[src/rtl/ex_alu_muldiv_disp.sv]
// ex_alu_muldiv_disp: EX-stage initiator for the iterative multiply/divide unit.
// Takes one decoded M-extension op and registers its operands and destination.
// It then issues the op to the mul/div unit and collects the result. The result
// is held in a one-entry writeback buffer until the writeback arbiter takes it.
// A single-cycle flush_pulse abandons whatever is in flight and returns to IDLE.
//
// Optional feature macro: E203_MULDIV_B2B_EN
//   defined   : keeps a history of the last completed op and sets mdv_o_info[8]
//               (B2B hint) when the new op pairs with it on identical operands.
//   undefined : no history storage, mdv_o_info[8] is tied to 0.
module ex_alu_muldiv_disp #(
  parameter int XLEN   = 32,
  parameter int ITAG_W = 2,
  parameter int INFO_W = 9
) (
  input  logic              clk,
  input  logic              rst_n,
  // dispatch side (from ALU control)
  input  logic              disp_i_valid,
  output logic              disp_i_ready,
  input  logic [2:0]        disp_i_op,
  input  logic [XLEN-1:0]   disp_i_rs1,
  input  logic [XLEN-1:0]   disp_i_rs2,
  input  logic [4:0]        disp_i_rdidx,
  input  logic [ITAG_W-1:0] disp_i_itag,
  // request channel to the mul/div unit
  output logic              mdv_o_valid,
  input  logic              mdv_o_ready,
  output logic [XLEN-1:0]   mdv_o_rs1,
  output logic [XLEN-1:0]   mdv_o_rs2,
  output logic [INFO_W-1:0] mdv_o_info,
  // response channel from the mul/div unit
  input  logic              mdv_i_valid,
  output logic              mdv_i_ready,
  input  logic [XLEN-1:0]   mdv_i_wdat,
  // writeback side
  output logic              wbck_o_valid,
  input  logic              wbck_o_ready,
  output logic [XLEN-1:0]   wbck_o_wdat,
  output logic [4:0]        wbck_o_rdidx,
  output logic [ITAG_W-1:0] wbck_o_itag,
  // pipeline flush
  input  logic              flush_pulse
);

  // Op encodings as they arrive on disp_i_op
  localparam logic [2:0] OP_MUL    = 3'd0;
  localparam logic [2:0] OP_MULH   = 3'd1;
  localparam logic [2:0] OP_MULHSU = 3'd2;
  localparam logic [2:0] OP_MULHU  = 3'd3;
  localparam logic [2:0] OP_DIV    = 3'd4;
  localparam logic [2:0] OP_DIVU   = 3'd5;
  localparam logic [2:0] OP_REM    = 3'd6;
  localparam logic [2:0] OP_REMU   = 3'd7;

  typedef enum logic [1:0] {
    IDLE  = 2'd0,
    ISSUE = 2'd1,
    WAIT  = 2'd2,
    WBCK  = 2'd3
  } state_t;

  state_t              r_state;
  state_t              w_state_nxt;

  logic [2:0]          r_op;
  logic [XLEN-1:0]     r_rs1;
  logic [XLEN-1:0]     r_rs2;
  logic [4:0]          r_rdidx;
  logic [ITAG_W-1:0]   r_itag;
  logic                r_b2b;
  logic [XLEN-1:0]     r_wdat;

  logic                w_disp_hsk;
  logic                w_res_hsk;
  logic                w_wbck_hsk;
  logic                w_b2b_new;
  logic [7:0]          w_op_onehot;

  // Handshakes that actually take effect; a flush in the same cycle cancels them
  assign w_disp_hsk = disp_i_valid & disp_i_ready & ~flush_pulse;
  assign w_res_hsk  = mdv_i_valid  & mdv_i_ready  & ~flush_pulse;
  assign w_wbck_hsk = wbck_o_valid & wbck_o_ready & ~flush_pulse;

  // State register
  always_ff @(posedge clk or negedge rst_n) begin
    if (!rst_n) begin
      r_state <= IDLE;
    end else begin
      r_state <= w_state_nxt;
    end
  end

  // Next-state and state-decoded handshake outputs; flush overrides any transition
  always_comb begin
    w_state_nxt  = r_state;
    disp_i_ready = 1'b0;
    mdv_o_valid  = 1'b0;
    mdv_i_ready  = 1'b0;
    wbck_o_valid = 1'b0;
    unique case (r_state)
      IDLE: begin
        disp_i_ready = 1'b1;
        if (disp_i_valid) begin
          w_state_nxt = ISSUE;
        end
      end
      ISSUE: begin
        mdv_o_valid = 1'b1;
        if (mdv_o_ready) begin
          w_state_nxt = WAIT;
        end
      end
      WAIT: begin
        mdv_i_ready = 1'b1;
        if (mdv_i_valid) begin
          w_state_nxt = WBCK;
        end
      end
      WBCK: begin
        wbck_o_valid = 1'b1;
        if (wbck_o_ready) begin
          w_state_nxt = IDLE;
        end
      end
      default: w_state_nxt = IDLE;
    endcase
    if (flush_pulse) begin
      w_state_nxt = IDLE;
    end
  end

  // Capture the dispatched op; these stay frozen until the next dispatch
  always_ff @(posedge clk or negedge rst_n) begin
    if (!rst_n) begin
      r_op    <= '0;
      r_rs1   <= '0;
      r_rs2   <= '0;
      r_rdidx <= '0;
      r_itag  <= '0;
      r_b2b   <= 1'b0;
    end else if (w_disp_hsk) begin
      r_op    <= disp_i_op;
      r_rs1   <= disp_i_rs1;
      r_rs2   <= disp_i_rs2;
      r_rdidx <= disp_i_rdidx;
      r_itag  <= disp_i_itag;
      r_b2b   <= w_b2b_new;
    end
  end

  // One-entry writeback buffer, loaded only by an unflushed result in WAIT
  always_ff @(posedge clk or negedge rst_n) begin
    if (!rst_n) begin
      r_wdat <= '0;
    end else if (w_res_hsk) begin
      r_wdat <= mdv_i_wdat;
    end
  end

`ifdef E203_MULDIV_B2B_EN
  logic            r_hist_vld;
  logic [2:0]      r_hist_op;
  logic [XLEN-1:0] r_hist_rs1;
  logic [XLEN-1:0] r_hist_rs2;
  logic            w_pair_match;

  // History of the last op that really wrote back; flush invalidates it
  always_ff @(posedge clk or negedge rst_n) begin
    if (!rst_n) begin
      r_hist_vld <= 1'b0;
      r_hist_op  <= '0;
      r_hist_rs1 <= '0;
      r_hist_rs2 <= '0;
    end else if (flush_pulse) begin
      r_hist_vld <= 1'b0;
    end else if (w_wbck_hsk) begin
      r_hist_vld <= 1'b1;
      r_hist_op  <= r_op;
      r_hist_rs1 <= r_rs1;
      r_hist_rs2 <= r_rs2;
    end
  end

  // Op pairs whose second half the mul/div unit can serve from its previous work
  always_comb begin
    w_pair_match = 1'b0;
    unique case (disp_i_op)
      OP_MUL:  w_pair_match = (r_hist_op == OP_MULH) || (r_hist_op == OP_MULHSU) ||
                              (r_hist_op == OP_MULHU);
      OP_REM:  w_pair_match = (r_hist_op == OP_DIV);
      OP_REMU: w_pair_match = (r_hist_op == OP_DIVU);
      default: w_pair_match = 1'b0;
    endcase
  end

  assign w_b2b_new = r_hist_vld & (disp_i_rs1 == r_hist_rs1) &
                     (disp_i_rs2 == r_hist_rs2) & w_pair_match;
`else
  assign w_b2b_new = 1'b0;
`endif

  assign w_op_onehot  = 8'd1 << r_op;

  assign mdv_o_rs1    = r_rs1;
  assign mdv_o_rs2    = r_rs2;
  assign mdv_o_info   = INFO_W'({r_b2b, w_op_onehot});

  assign wbck_o_wdat  = r_wdat;
  assign wbck_o_rdidx = r_rdidx;
  assign wbck_o_itag  = r_itag;

endmodule

[config.mk]
export PLATFORM = sky130hd
export DESIGN_NAME = ex_alu_muldiv_disp
export DESIGN_NICKNAME = d
export VERILOG_FILES = /design/src/rtl/ex_alu_muldiv_disp.sv
export SDC_FILE = /design/constraint.sdc
export NUM_CORES = 1
export LEC_CHECK = 0
export ABC_AREA = 1
export ABC_CLOCK_PERIOD_IN_PS = 1770
export BUFFER_PORTS_ARGS = -buffer_cell sky130_fd_sc_hd__buf_2
export CORE_ASPECT_RATIO = 0.9
export CORE_MARGIN = 2
export CORE_UTILIZATION = 46
export DETAILED_ROUTE_END_ITERATION = 10
export GPL_TIMING_DRIVEN = 0
export PLACE_DENSITY = 0.8
export SYNTH_ARGS = -nofsm -noshare
export SYNTH_HDL_FRONTEND = slang
export SYNTH_SLANG_ARGS = --single-unit
[constraint.sdc]
create_clock -name clk -period 1.77 [get_ports clk]
set_clock_uncertainty 0.05 [all_clocks]
set_input_delay 0.177 -clock clk [delete_from_list [all_inputs] [get_ports clk]]
set_output_delay 0.177 -clock clk [all_outputs]
set_load 0.005 [all_outputs]
==> results summary <==
The maximum fanout count along the critical path is 10. In the final routing, the length of wire on met1 measures 4.90 mm. The total detailed-routing wirelength is 13.1 mm.

Measured in cells, the most critical reg-to-reg path has a length of 5. The tree built by TritonCTS fans out to about 110 sinks. The H-tree depth is 3. The per-instance average area after synthesis came out at 9.51 um^2. The TritonCTS clock tree is built.

The longest clock path from root to sink contains 2 buffers. The global-route usage over all layers came out at 24.1%. Of all cell types, the one taking the most synthesized area is sky130_fd_sc_hd__dfrtp_1. The worst setup path is captured at a register. The clock buffer count from CTS came out at 9. The yosys synthesis warning count is 0.

Data on the critical path arrives at its endpoint at 1.81 ns. Excluding fillers, the count of instances in the completed layout stands at 940. Counting flops and latches in the post-synthesis netlist gives between 100 and 150. The min-delay analysis places its worst path in the category in2reg. The half-perimeter wire length of the detailed placement result is 8.42 mm. Setup repair after global routing left no endpoint under its margin.

The post-route core utilization came out at 71.7%. The number of nets in the layout came out at 927. In this run the power density over the cells is 1410 nW/um^2.

Yosys attributes the largest share of cell area to sky130_fd_sc_hd__dfrtp_1 (58%), sky130_fd_sc_hd__o21ai_2 (9.4%), sky130_fd_sc_hd__nand2_1 (9.1%), sky130_fd_sc_hd__inv_1 (8.8%), sky130_fd_sc_hd__o21ai_0 (4.3%). The total nets after synthesis is between 600 and 700. The minimum clock period after layout came out at about 1.6 ns. The number of setup buffers added after CTS came out at 0. The final number of setup-violating endpoints is 0. The peak supply drop came out at 0.000762 V. The detailed route wirelength on metal2 is roughly 6.6 mm. The run finished with clean final reports.

The routed layout has 4403 vias. The die area came out at 10900 um^2. The post-CTS clock slew at the launch and capture registers of the worst setup and hold paths is 0.10 ns. From left edge to right edge, the die measures 110 um. The count of placed standard cells including taps came out at 843. The detailed-route wire length per cell came out at 13.9 um. The remaining global-route overflow is 0. The number of stages on the worst hold path came out at 3. The area of the core came out at 9740 um^2. The synthesis-to-layout area growth is 50.3%. The initial core utilization came out at around 48%. The fraction of the yosys area taken by sequential cells came out at 58.1%. The uppermost metal layer occupied by signal nets is met4. In this run the critical register-to-register path is captured at wbck_o_wdat[21]$_DFFE_PN0P_.

The maximum number of pins on one net before global-route repair came out at between 50 and 60. The share of cells above drive strength 1 came out at around two fifths. During I/O placement, the number of pins put on the boundary was 229. The leakage component of the power came out at 0.00405 uW. The number of library cell types mapped by synthesis is 18. The setup slack after layout is between 0.15 and 0.2 ns. Of the post-synthesis cell area, the dominant cell type holds 58.1%.

The cell chosen for the clock root is sky130_fd_sc_hd__clkbuf_8. The data required time at the worst endpoint is 1.98 ns. The die boundary height is 99.4 um.

For this run, the top clock speed supported by timing is between 600 and 700 MHz. The worst setup path is of the reg2reg kind. The number of maximum-capacitance constraint violations came out at 0.

The fill cell total of the finished layout came out at 694. In the layout the commonest cells are sky130_fd_sc_hd__buf_2 (231), sky130_fd_sc_hd__nand2_1 (113), sky130_fd_sc_hd__inv_1 (109). Summing all non-filler instances in the final layout gives an area of 6980 um^2. The initial antenna violation count is 0. The startpoint identified for the worst hold timing path is mdv_i_wdat[6]. The area of placed instances came out at 5970 um^2.

The library cell used most frequently in the layout, excluding fill and tap cells, is sky130_fd_sc_hd__buf_2. The number of antenna diodes is 0. The via density per instance came out at 4.68. The weighted congestion at the end of routability-driven global placement is a little under 0.8. After synthesis the cells add up to 4650 um^2.

Setup total negative slack on the finished layout was measured at 0 ns. The post-synthesis cell count is 489. In the routed design, unresolved DRC markers number 0. The worst slew margin relative to its limit came out at a little over half.

The startpoint identified for the worst register-to-register timing path is r_state[0]$_DFFE_PN0P_. The worst setup path is launched from a register. The number of pins exceeding their max-slew limit in the final report is 0.

Once detail routing completed, the nets flagged for antenna violations numbered 0. The total of buffers placed on input and output ports is 227. OpenSTA, run right after detailed placement, puts the worst setup slack at 0.188 ns. The starting DRC count in detailed routing came out at 157. The global-route wire length before repair is 20.6 mm. The final period utilization is 90.5%. The worst hold path terminates at wbck_o_wdat[6]$_DFFE_PN0P_. For the pin with the worst max-slew slack, the measured transition is 0.683 ns. After floorplanning, the core was divided into 34 placement rows.

The final hold violation count is 0. At the later pin of the worst-skew pair, clock insertion delay measures 0.35 ns. The number of iterations in the first detailed-routing pass came out at 4. The via count of the first global-routing pass is 4461. The routed wire length on met3 is 1.14 mm. The setup slack of the worst register-to-register path is 0.17 ns.
## synthesized netlist by cell type
library cell,count
sky130_fd_sc_hd__buf_4,1
sky130_fd_sc_hd__nand3_2,2
sky130_fd_sc_hd__dfrtp_1,108
sky130_fd_sc_hd__nor3_1,8
sky130_fd_sc_hd__conb_1,1
sky130_fd_sc_hd__clkbuf_2,3
sky130_fd_sc_hd__buf_6,12
sky130_fd_sc_hd__buf_2,5
sky130_fd_sc_hd__a21oi_1,3
sky130_fd_sc_hd__nor2_1,11
sky130_fd_sc_hd__nand2_1,113
sky130_fd_sc_hd__o21ai_0,40
sky130_fd_sc_hd__inv_1,109
sky130_fd_sc_hd__o21ai_1,15
sky130_fd_sc_hd__o21ai_2,50
sky130_fd_sc_hd__buf_8,2
sky130_fd_sc_hd__inv_2,1
sky130_fd_sc_hd__ha_1,5
## area by class of cell
cell class	instances	area, um^2	area share [%]
Buffer	23	213	3.05
Clock buffer	11	141	2.02
Clock inverter	5	60.1	0.860
Inverter	110	413	5.91
Multi-Input combinational cell	248	1320	18.9
Sequential cell	108	2700	38.7
Tap cell	126	158	2.26
Timing Repair Buffer	309	1980	28.3
## cells by family (layout without fill, tap and decap cells)
family | count (synthesis) | in the layout | share of synthesized area, %
and+or+nand+nor | 134 | 134 | 11.3
buffers and inverters | 133 | 458 | 13.5
DFF | 108 | 108 | 58.1
other | 1 | 1 | 0.0807
AOI/OAI and AO/OA | 108 | 108 | 15.7
adders and majority gates | 5 | 5 | 1.35
## metrics by stage
step / hold WS, ns / power [uW]
finish: 0.0194 / 9820
global route: 0.000380 / 10600
CTS: 0.000252 / 9830
detailed placement: 0.218 / 8130
global placement: 0.366 / 7930
floorplan: -0.169 / 6230
## what timing repair did
item	in CTS	in global routing
resized for setup	0	0
hold endpoints to repair	129	2
hold buffers	79	2
## how the worst max path moves through the flow
stage | startpoint | endpoint | slack (ns) | cells past startpoint
after floorplan | r_state[0]$_DFFE_PN0P_ | mdv_o_rs1[26]$_DFFE_PN0P_ | 0.38 | 7
after global placement | rst_n | r_op[0]$_DFFE_PN0P_ | -0.70 | 1
after CTS | r_state[0]$_DFFE_PN0P_ | wbck_o_wdat[5]$_DFFE_PN0P_ | 0.15 | 5
final | r_state[0]$_DFFE_PN0P_ | wbck_o_wdat[21]$_DFFE_PN0P_ | 0.17 | 5
after global routing | r_state[1]$_DFFE_PN0P_ | mdv_o_rs1[26]$_DFFE_PN0P_ | 0.03 | 7
after detailed placement | r_state[0]$_DFFE_PN0P_ | wbck_o_wdat[20]$_DFFE_PN0P_ | 0.19 | 5
## state kept, by name (all words and copies together), names as in the netlist
signal,cells
mdv_o_rs1,32
r_op,3
wbck_o_wdat,32
wbck_o_rdidx,5
wbck_o_itag,2
r_state,2
mdv_o_rs2,32
## worst max-delay path: stages, from the launching register on
cell                       delay (ns)
sky130_fd_sc_hd__dfrtp_1         0.42
sky130_fd_sc_hd__inv_1           0.11
sky130_fd_sc_hd__ha_1            0.24
sky130_fd_sc_hd__nand3_2         0.20
sky130_fd_sc_hd__clkbuf_2        0.24
sky130_fd_sc_hd__o21ai_0         0.24
## routing by layer
metal / vias up / global-route usage [%]
met5: - / 0
met4: 0 / 8.96
met3: 41 / 6.55
met2: 206 / 42.9
met1: 2047 / 27.5
li1: 2109 / -
## where the power goes
part	switching, uW	leakage [uW]	internal [uW]
clock	825	0.0000999	700
combinational	2020	0.00260	1930
sequential	703	0.00134	3640
No activity file was read; power rests on OpenSTA's default activity.
